$ cat config.mk
export PLATFORM = sky130hd
export DESIGN_NAME = cdu_read_ctrl
export DESIGN_NICKNAME = d
export VERILOG_FILES = /design/src/rtl/cdu_read_ctrl.sv
export SDC_FILE = /design/constraint.sdc
export NUM_CORES = 1
export LEC_CHECK = 0
export CAP_MARGIN = 20
export CORE_ASPECT_RATIO = 0.75
export CORE_MARGIN = 3
export CORE_UTILIZATION = 30
export CTS_CLUSTER_SIZE = 40
export DETAILED_ROUTE_END_ITERATION = 8
export SYNTH_ARGS = -nofsm -noshare
export SYNTH_HDL_FRONTEND = slang
export SYNTH_SLANG_ARGS = --single-unit
$ cat constraint.sdc
create_clock -name clk -period 5.7 [get_ports clk]
set_input_delay 0.855 -clock clk [delete_from_list [all_inputs] [get_ports clk]]
set_output_delay 0.855 -clock clk [all_outputs]
set_load 0.03 [all_outputs]
$ cat src/rtl/cdu_read_ctrl.sv
// cdu_read_ctrl: sequencing controller for the CDU summing-amplifier tracking loop.
// Holds the 16-bit read counter, drives the fine ladder switches and the coarse
// sector code, samples the coarse/fine Schmitt-trigger outputs and steps the
// counter toward null with a settle wait after every step.
// Optional feature: define CDU_READ_PULSE_EN to add the _PCDU/_MCDU count-pulse
// outputs and the pending-count stall logic.
module cdu_read_ctrl #(
  parameter int SETTLE_CYCLES = 8,
  parameter int LOCK_COUNT    = 4
`ifdef CDU_READ_PULSE_EN
  ,
  parameter int PULSE_DIV     = 2
`endif
) (
  input  logic       clk,
  input  logic       rst,
  input  logic       _CDUZ,
  input  logic       _ENAB,
  input  logic       _TLF2H,
  input  logic       _TLF1H,
  input  logic       _ERRPOS,
  output logic       _D15,
  output logic       _D16,
  output logic       _D17,
  output logic       _D18,
  output logic       _D19,
  output logic       _D20,
  output logic       _D21,
  output logic [8:0] SECTOR,
  output logic [15:0] ANGLE,
  output logic       LOCKED,
  output logic       BUSY
`ifdef CDU_READ_PULSE_EN
  ,
  output logic       _PCDU,
  output logic       _MCDU
`endif
);

  localparam int SETTLE_W = (SETTLE_CYCLES > 1) ? $clog2(SETTLE_CYCLES) : 1;
  localparam logic [SETTLE_W-1:0] SETTLE_LOAD =
    (SETTLE_CYCLES > 0) ? SETTLE_W'(SETTLE_CYCLES - 1) : '0;
  localparam int NULL_W = (LOCK_COUNT > 0) ? $clog2(LOCK_COUNT + 1) : 1;
  localparam logic [NULL_W-1:0] LOCK_MAX = NULL_W'(LOCK_COUNT);

  typedef enum logic [1:0] {
    SAMPLE = 2'd0,
    STEP   = 2'd1,
    SETTLE = 2'd2
  } state_t;

  state_t              state;
  logic [15:0]         ang;
  logic [SETTLE_W-1:0] settle_cnt;
  logic [NULL_W-1:0]   null_cnt;
  logic                step_coarse;
  logic                step_pos;
  logic                locked;
  logic                stall;
  logic [15:0]         step_mag;

  // Null counter increment that saturates at the lock threshold
  function automatic logic [NULL_W-1:0] sat_inc(input logic [NULL_W-1:0] v);
    return (v == LOCK_MAX) ? v : v + NULL_W'(1);
  endfunction

  assign step_mag = step_coarse ? 16'd128 : 16'd1;

  // Tracking FSM: sample errors, step the counter, wait for the amplifiers to settle
  always_ff @(posedge clk) begin
    if (rst || _CDUZ) begin
      ang        <= '0;
      state      <= SAMPLE;
      settle_cnt <= '0;
      null_cnt   <= '0;
      locked     <= 1'b0;
    end else begin
      case (state)
        SAMPLE: begin
          if (!_ENAB) begin
            null_cnt <= '0;
            locked   <= 1'b0;
          end else if (_TLF2H || _TLF1H) begin
            // Coarse error wins when both comparators fire
            if (!stall) begin
              step_coarse <= _TLF2H;
              step_pos    <= _ERRPOS;
              state       <= STEP;
              locked      <= 1'b0;
            end
          end else begin
            null_cnt <= sat_inc(null_cnt);
            locked   <= (sat_inc(null_cnt) == LOCK_MAX);
          end
        end
        STEP: begin
          ang      <= step_pos ? (ang + step_mag) : (ang - step_mag);
          null_cnt <= '0;
          locked   <= 1'b0;
          if (SETTLE_CYCLES == 0) begin
            state <= SAMPLE;
          end else begin
            settle_cnt <= SETTLE_LOAD;
            state      <= SETTLE;
          end
        end
        SETTLE: begin
          // Error inputs and _ENAB are ignored until the wait completes
          if (settle_cnt == '0) state <= SAMPLE;
          else                  settle_cnt <= settle_cnt - SETTLE_W'(1);
        end
        default: state <= SAMPLE;
      endcase
    end
  end

`ifdef CDU_READ_PULSE_EN
  localparam int DIV_W = (PULSE_DIV > 1) ? $clog2(PULSE_DIV) : 1;
  localparam logic [DIV_W-1:0] DIV_LOAD = (PULSE_DIV > 0) ? DIV_W'(PULSE_DIV - 1) : '0;

  logic signed [9:0]  pending;
  logic signed [9:0]  step_amt;
  logic signed [9:0]  req_amt;
  logic signed [9:0]  pulse_amt;
  logic signed [10:0] req_sum;
  logic [DIV_W-1:0]   div_cnt;
  logic               pulse_now;

  assign step_amt  = step_coarse ? (step_pos ? 10'sd128 : -10'sd128)
                                 : (step_pos ? 10'sd1   : -10'sd1);
  assign req_amt   = _TLF2H ? (_ERRPOS ? 10'sd128 : -10'sd128)
                            : (_ERRPOS ? 10'sd1   : -10'sd1);
  assign req_sum   = {pending[9], pending} + {req_amt[9], req_amt};
  // Hold off a step whose count would overflow the pulse backlog
  assign stall     = (state == SAMPLE) && _ENAB && (_TLF2H || _TLF1H) &&
                     ((req_sum > 11'sd255) || (req_sum < -11'sd255));
  assign pulse_now = (pending != 10'sd0) && (div_cnt == '0);
  assign pulse_amt = pulse_now ? (pending[9] ? -10'sd1 : 10'sd1) : 10'sd0;

  // Pending-count accumulator and rate-limited count pulse generator
  always_ff @(posedge clk) begin
    if (rst || _CDUZ) begin
      pending <= '0;
      div_cnt <= '0;
      _PCDU   <= 1'b0;
      _MCDU   <= 1'b0;
    end else begin
      pending <= pending + ((state == STEP) ? step_amt : 10'sd0) - pulse_amt;
      _PCDU   <= pulse_now && !pending[9];
      _MCDU   <= pulse_now && pending[9];
      if (pulse_now)           div_cnt <= DIV_LOAD;
      else if (div_cnt != '0)  div_cnt <= div_cnt - DIV_W'(1);
    end
  end
`else
  assign stall = 1'b0;
`endif

  assign BUSY   = (state != SAMPLE) || stall;
  assign LOCKED = locked;
  assign ANGLE  = ang;
  assign SECTOR = ang[15:7];
  assign _D15   = ~ang[6];
  assign _D16   = ~ang[5];
  assign _D17   = ~ang[4];
  assign _D18   = ~ang[3];
  assign _D19   = ~ang[2];
  assign _D20   = ~ang[1];
  assign _D21   = ~ang[0];

endmodule

==> results of run 1 <==
## sequential cells by signal, summed over array words and instances (netlist names)
name,flops
settle_cnt,3
LOCKED,1
step_coarse,1
state,2
ANGLE,16
step_pos,1
null_cnt,3
## routing by layer
| metal | vias up | wire length, um | GRT usage |
|---|---|---|---|
| li1 | 1000 | - | - |
| met1 | 861 | 2470 | 0.192 |
| met2 | 47 | 2060 | 0.190 |
| met3 | 6 | 271 | 0.0284 |
| met4 | 0 | 46 | 0.0269 |
| met5 | - | 0 | 0 |
## kinds of logic (layout without fill, tap and decap cells)
logic type                 count (synthesis)  after routing
adders and majority gates                 14             14
AOI/OAI and AO/OA                         67             67
muxes                                      1              1
and+or+nand+nor                          112            112
DFF                                       27             27
buffers and inverters                     38             61
xor gates and xnor gates                   9              9
## final timing paths
check,startpoint,end,slack [ns],cells past startpoint
worst max-delay path,step_pos,ANGLE[12],2.89,9
worst min-delay path,null_cnt[1],null_cnt[1],0.48,2
worst max register to register,step_pos,ANGLE[12],2.89,9
worst min register to register,null_cnt[1],null_cnt[1],0.48,2
## metrics by stage
stage                     total power [mW]  std cells  hold WS, ns  cell area [um^2]   util
after floorplan                      0.235        268        0.449              1990      -
after global placement               0.250        368        0.475              2370  0.371
after detailed placement             0.251        368        0.474              2370  0.371
after CTS                            0.366        372        0.489              2410  0.378
after global routing                 0.380        372        0.532              2410  0.378
final                                0.359        372        0.484              2410  0.378
## worst max-delay path: cells and delay by family, from the launching register on
kind | cells | cell delay (ns)
AO/OA/AOI/OAI | 4 | 0.92
XOR/XNOR | 1 | 0.14
adder cells (fa/ha/maj) | 1 | 0.28
flip-flops | 1 | 0.49
AND/OR/NAND/NOR | 3 | 0.89
## layout by cell type, fill, tap and decap left out, drive strengths merged, types with 2 or more instances in the layout
cell and instances:
o22ai 3, a21boi 2, or3 3, or2 5, dfxtp 25, xnor2 8, nor3 12, o31ai 2
nor2b 2, or4 9, o21a 2, nor4 5, o21bai 2, nand2 30, clkdlybuf4s50 40, nand3 12
ha 14, nor2 27, a21oi 21, nand4 4, o21ai 15, a21o 5, inv 17, a31oi 3
edfxtp 2, o21ba 2, clkbuf 4
## layout make-up
cell class,count,area (um^2),share of cell area
Inverter,17,63.8,0.0264
Timing Repair Buffer,40,400,0.166
Multi-Input combinational cell,203,1240,0.515
Tap cell,81,101,0.0420
Sequential cell,27,561,0.232
Clock buffer,4,45.0,0.0187
## power groups by stage
stage / logic, mW / registers [mW] / clock network [mW]
6_report: 0.0489 / 0.198 / 0.112
4_1_cts: 0.0489 / 0.198 / 0.119
3_3_place_gp: 0.0484 / 0.202 / 0
5_1_grt: 0.0545 / 0.198 / 0.127
3_5_place_dp: 0.0487 / 0.202 / 0
2_1_floorplan: 0.0331 / 0.202 / 0
==> impl_metrics.yaml, run 1 <==
setup_path:
  endpoint_kind: "flip-flop"
  crit_fanout: 10
  worst-setup-path-type: "flip-flop to flip-flop"
  critical-path-slowest-cell: "nor2_1"
  cp_cell_sequence: "nor2_1 -> xnor2_1 -> ha_1 -> nor3_1 -> nand3_1 -> a31oi_1 -> o21ai_0 -> a21o_1 -> a221o_1"
  critPathArrivalTime_ns: 2.99
  required_ns: 5.88
  startpoint_type: "flip-flop"
  cpPeakStageDelay_ns: 0.55
clock_network:
  cts.htree.levels: 1
  clockBufferDepth: 2
  cts_root_buffer: "clkbuf_8"
  cts_sinks: 27
  post_cts_buffers: 0
  holdBufCountCts: 0
  cts_made_buffers: 3
  cts_tree: "built"
  clk_latency_ns: 0.28
  cts_resized: 0
  clk_pin_slew_ns: 0.10
logic_synthesis:
  async_flop_share: 0
  avgSynthCellArea_um2: 7.43
  synthesis.nets: 289
  synth_top_family_by_area: "simple AND/OR/NAND/NOR gates"
  ys_top_cells_by_count: "nand2_1 (30), nor2_1 (27), dfxtp_1 (25)"
  ys.flop_type: "dfxtp_1"
  yosys_warnings: 0
  synthDistinctLibCells: 48
  synth.mux.area_fraction: 0.00566
  syn_inst: 268
  syn_area_um2: 1990
  synthSimpleGateAreaFrac: 0.279
  synth_compound_area_frac: 0.212
  ys_ff_latch: 27
  yosysTopAreaCell: "dfxtp_1"
  ys_seq_area_frac: 0.282
  synthTopCellsByArea: "dfxtp_1 (25%), ha_1 (8.8%), nand2_1 (5.7%), a21oi_1 (5.3%), nor2_1 (5.1%)"
  yosysMostFrequentCell: "nand2_1"
  synth-adder-area-share: 0.0880
  synth-edff-count: 2
  synth-xor-area-share: 0.0396
  yosysTopAreaCellShare: 0.251
power:
  p_leak_nw: 0.910
  switching_share: 0.265
  pwr-share-seq: 0.550
  p_clk_frac: 0.313
  switchingPower_mw: 0.0952
  p_comb_frac: 0.136
  peakVddDrop_mv: 0.0851
  power_density_nw_per_um2: 149
  internal-power_mw: 0.264
placement:
  portBuffers: 40
  post-place-ws_ns: 2.93
  dpl.hpwl_mm: 3.66
  globalplace.congestion: 0.836
timing:
  finalMaxSlewViolations: 0
  relSlewSlack: 0.557
  period_minus_slack_ns: 2.81
  setup_viol: 0
  grt_setup_unrepaired: "no"
  layout_setup_ws_ns: 2.89
  finalClockSkew_ns: 0.00731
  min_period_over_period: 0.494
  fin_setup_tns_ns: 0
  worstMarginPinSlew_ns: 0.663
  hold_violations: 0
  fmax_mhz: 355
floorplanning:
  die_w_um: 100
  dieHeight_um: 76.5
  ioPinCount: 41
  start_util: 0.312
  row_count: 25
  core_um2: 6380
  die-area_um2: 7660
detailed_routing:
  drtIter0Drc: 90
  vias: 1914
  routedWlPerCell_um: 13.0
  vias_per_cell: 5.15
  finalWirelength_mm: 4.84
  drc: 0
  postRouteAntennaNets: 0
  drtPass1Iterations: 4
finish:
  drive_above_1_share: 0.0378
  final.fill_count: 688
  area_delta_synth_final_pct: 21.3
  antenna_cells: 0
  layout.nets: 313
global_routing:
  grt_pass1_vias: 1698
  grt_max_degree: 23
  grt.total_usage: 0.129
  antenna_found_initial: 0
  grt_overflow: 0
  grt_pass1_wl_mm: 8.24
status:
  run_status: "finished clean"
job:
  drv_cap: 0
hold_path:
  hold_class: "flip-flop to flip-flop"
(Power assumes the default switching activity.)
==> run 2: changes to the inputs <==
==> constraint.sdc (replaced) <==
create_clock -name clk -period 2.3 [get_ports clk]
set_input_delay 0.345 -clock clk [delete_from_list [all_inputs] [get_ports clk]]
set_output_delay 0.345 -clock clk [all_outputs]
set_load 0.03 [all_outputs]
==> run 2 against run 1 <==
  * Global-route usage is 0.87 points higher
  * Sequential share of layout area is 3.6 points lower
  * Flip-flop and latch count unchanged
  * Combinational power grew to 3.1 times the previous value
  * Clock skew up 0.0030 ns
  * Worst hold slack better by 0.0040 ns
  * Via count grew 8.7%
  * Register-to-register slack lost 2.9 ns
  * Critical endpoint is now ANGLE[15]
  * First-iteration DRC count decreased by 3.3%
  * Highest routed layer unchanged
  * Core utilization is 7.1 points higher
  * Critical path type unchanged
==> impl_metrics.yaml, run 2 (synthesis results as in run 1) <==
clock_network:
  holdBufCountCts: 0
  cts_root_buffer: "clkbuf_8"
  cts_tree: "built"
  cts.htree.levels: 1
  cts_sinks: 27
  clk_latency_ns: 0.29
  clk_pin_slew_ns: 0.10
  clockBufferDepth: 2
  cts_made_buffers: 3
placement:
  dpl.hpwl_mm: 4.09
  globalplace.congestion: 0.870
  portBuffers: 40
  post-place-ws_ns: -0.0412
detailed_routing:
  vias_per_cell: 5.14
  route.top_layer_used: "met4"
  drt-met1-wl_mm: 2.85
  wl_met3_um: 265
  finalWirelength_mm: 5.62
  vias: 2080
  postRouteAntennaNets: 0
  drtIter0Drc: 87
  drtPass1Iterations: 4
  drc: 0
  routedWlPerCell_um: 13.9
  wl_met2_mm: 2.48
setup_path:
  worst_r2r_path_depth: 9
  required_ns: 2.45
  cp_cell_sequence: "inv_4 -> buf_6 -> ha_1 -> nand2_1 -> nor2_1 -> o2bb2ai_1 -> o21ba_1 -> nor4_2 -> o311ai_2"
  cpPeakStageDelay_ns: 0.51
  critical-path-slowest-cell: "edfxtp_1"
  crit_fanout: 6
  critPathArrivalTime_ns: 2.45
  startpoint_type: "flip-flop"
  worst-setup-path-type: "flip-flop to flip-flop"
  endpoint_kind: "flip-flop"
finish:
  largest_reg_flops: 16
  final_common_cell: "clkdlybuf4s50_1"
  mostFrequentLayoutCells: "clkdlybuf4s50_1 (40), buf_4 (32), nand2_1 (29)"
  area_delta_synth_final_pct: 44.1
  multi_input_area_um2: 1440
  layout.nets: 346
  drive_above_1_share: 0.219
  final.fill_count: 642
  register_area_um2: 562
  antenna_cells: 0
floorplanning:
  dieHeight_um: 76.5
  row_count: 25
  ioPinCount: 41
  core_um2: 6380
  die_w_um: 100
  start_util: 0.312
  die-area_um2: 7660
timing:
  min_period_over_period: 0.996
  setup_viol: 0
  hold_violations: 0
  finalClockSkew_ns: 0.0103
  relSlewSlack: 0.607
  layout_setup_ws_ns: 0.00921
  grt_setup_unrepaired: "yes"
  fin_setup_tns_ns: 0
  finalMaxSlewViolations: 0
  period_minus_slack_ns: 2.29
  worstMarginPinSlew_ns: 0.587
  fmax_mhz: 437
global_routing:
  grt_pass1_wl_mm: 8.85
  antenna_found_initial: 0
  grt.total_usage: 0.138
  grt_overflow: 0
  grt_pass1_vias: 1821
  grt_max_degree: 18
hold_path:
  hold_class: "flip-flop to flip-flop"
  min_delay_path_depth: 2
power:
  peakVddDrop_mv: 0.246
  p_leak_nw: 1.10
  power_density_nw_per_um2: 328
status:
  run_status: "finished clean"
job:
  drv_cap: 0
-- run 2: report_power, final --
group / switching [mW] / leakage [nW] / total, mW / internal, mW
Clock: 0.172 / 0.0217 / 0.296 / 0.124
Combinational: 0.0832 / 0.854 / 0.154 / 0.0706
Sequential: 0.0101 / 0.221 / 0.490 / 0.480
Total: 0.266 / 1.10 / 0.939 / 0.674
-- run 2: layer usage --
metal	GRT usage	vias to the layer above
met3	0.0284	2
met4	0.0202	0
met2	0.210	61
li1	-	1061
met1	0.204	956
met5	0	-
-- run 2: stage by stage --
step	utilization	std cells	area, um^2	hold WS [ns]	total power [mW]
after CTS	0.414	396	2640	0.486	0.933
final	0.449	405	2870	0.488	0.939
after global routing	0.449	405	2870	0.521	0.978
after floorplan	-	268	2010	0.444	0.584
after detailed placement	0.401	391	2560	0.470	0.635
after global placement	0.401	391	2560	0.465	0.633
-- run 2: final timing paths --
path,slack (ns),endpoint,from
worst max-delay path,0.009,ANGLE[15],step_pos
worst min-delay path,0.49,null_cnt[1],null_cnt[1]
worst max register to register,0.009,ANGLE[15],step_pos
worst min register to register,0.49,null_cnt[1],null_cnt[1]
-- run 2: what timing repair did --
action,4_1_cts,5_1_grt
setup buffers,1,9
pin swaps,1,14
resized for setup,4,24
setup endpoints to repair,3,6
-- run 2: worst max-delay path: cells and delay by family, from the launching register on --
kind | cells | cell delay [ns]
AOI/OAI and AO/OA | 3 | 0.55
DFF | 1 | 0.51
adders and majority gates | 1 | 0.29
and+or+nand+nor | 3 | 0.51
buffers and inverters | 2 | 0.30
-- run 2: final cells by class --
| class | count | area share |
|---|---|---|
| multi-input cells | 203 | 0.501 |
| repair buffers | 73 | 0.227 |
| flip-flops and latches | 27 | 0.196 |
| well taps | 81 | 0.0353 |
| inverters | 17 | 0.0231 |
| clock buffers | 3 | 0.0144 |
| clock inverters | 1 | 0.00262 |
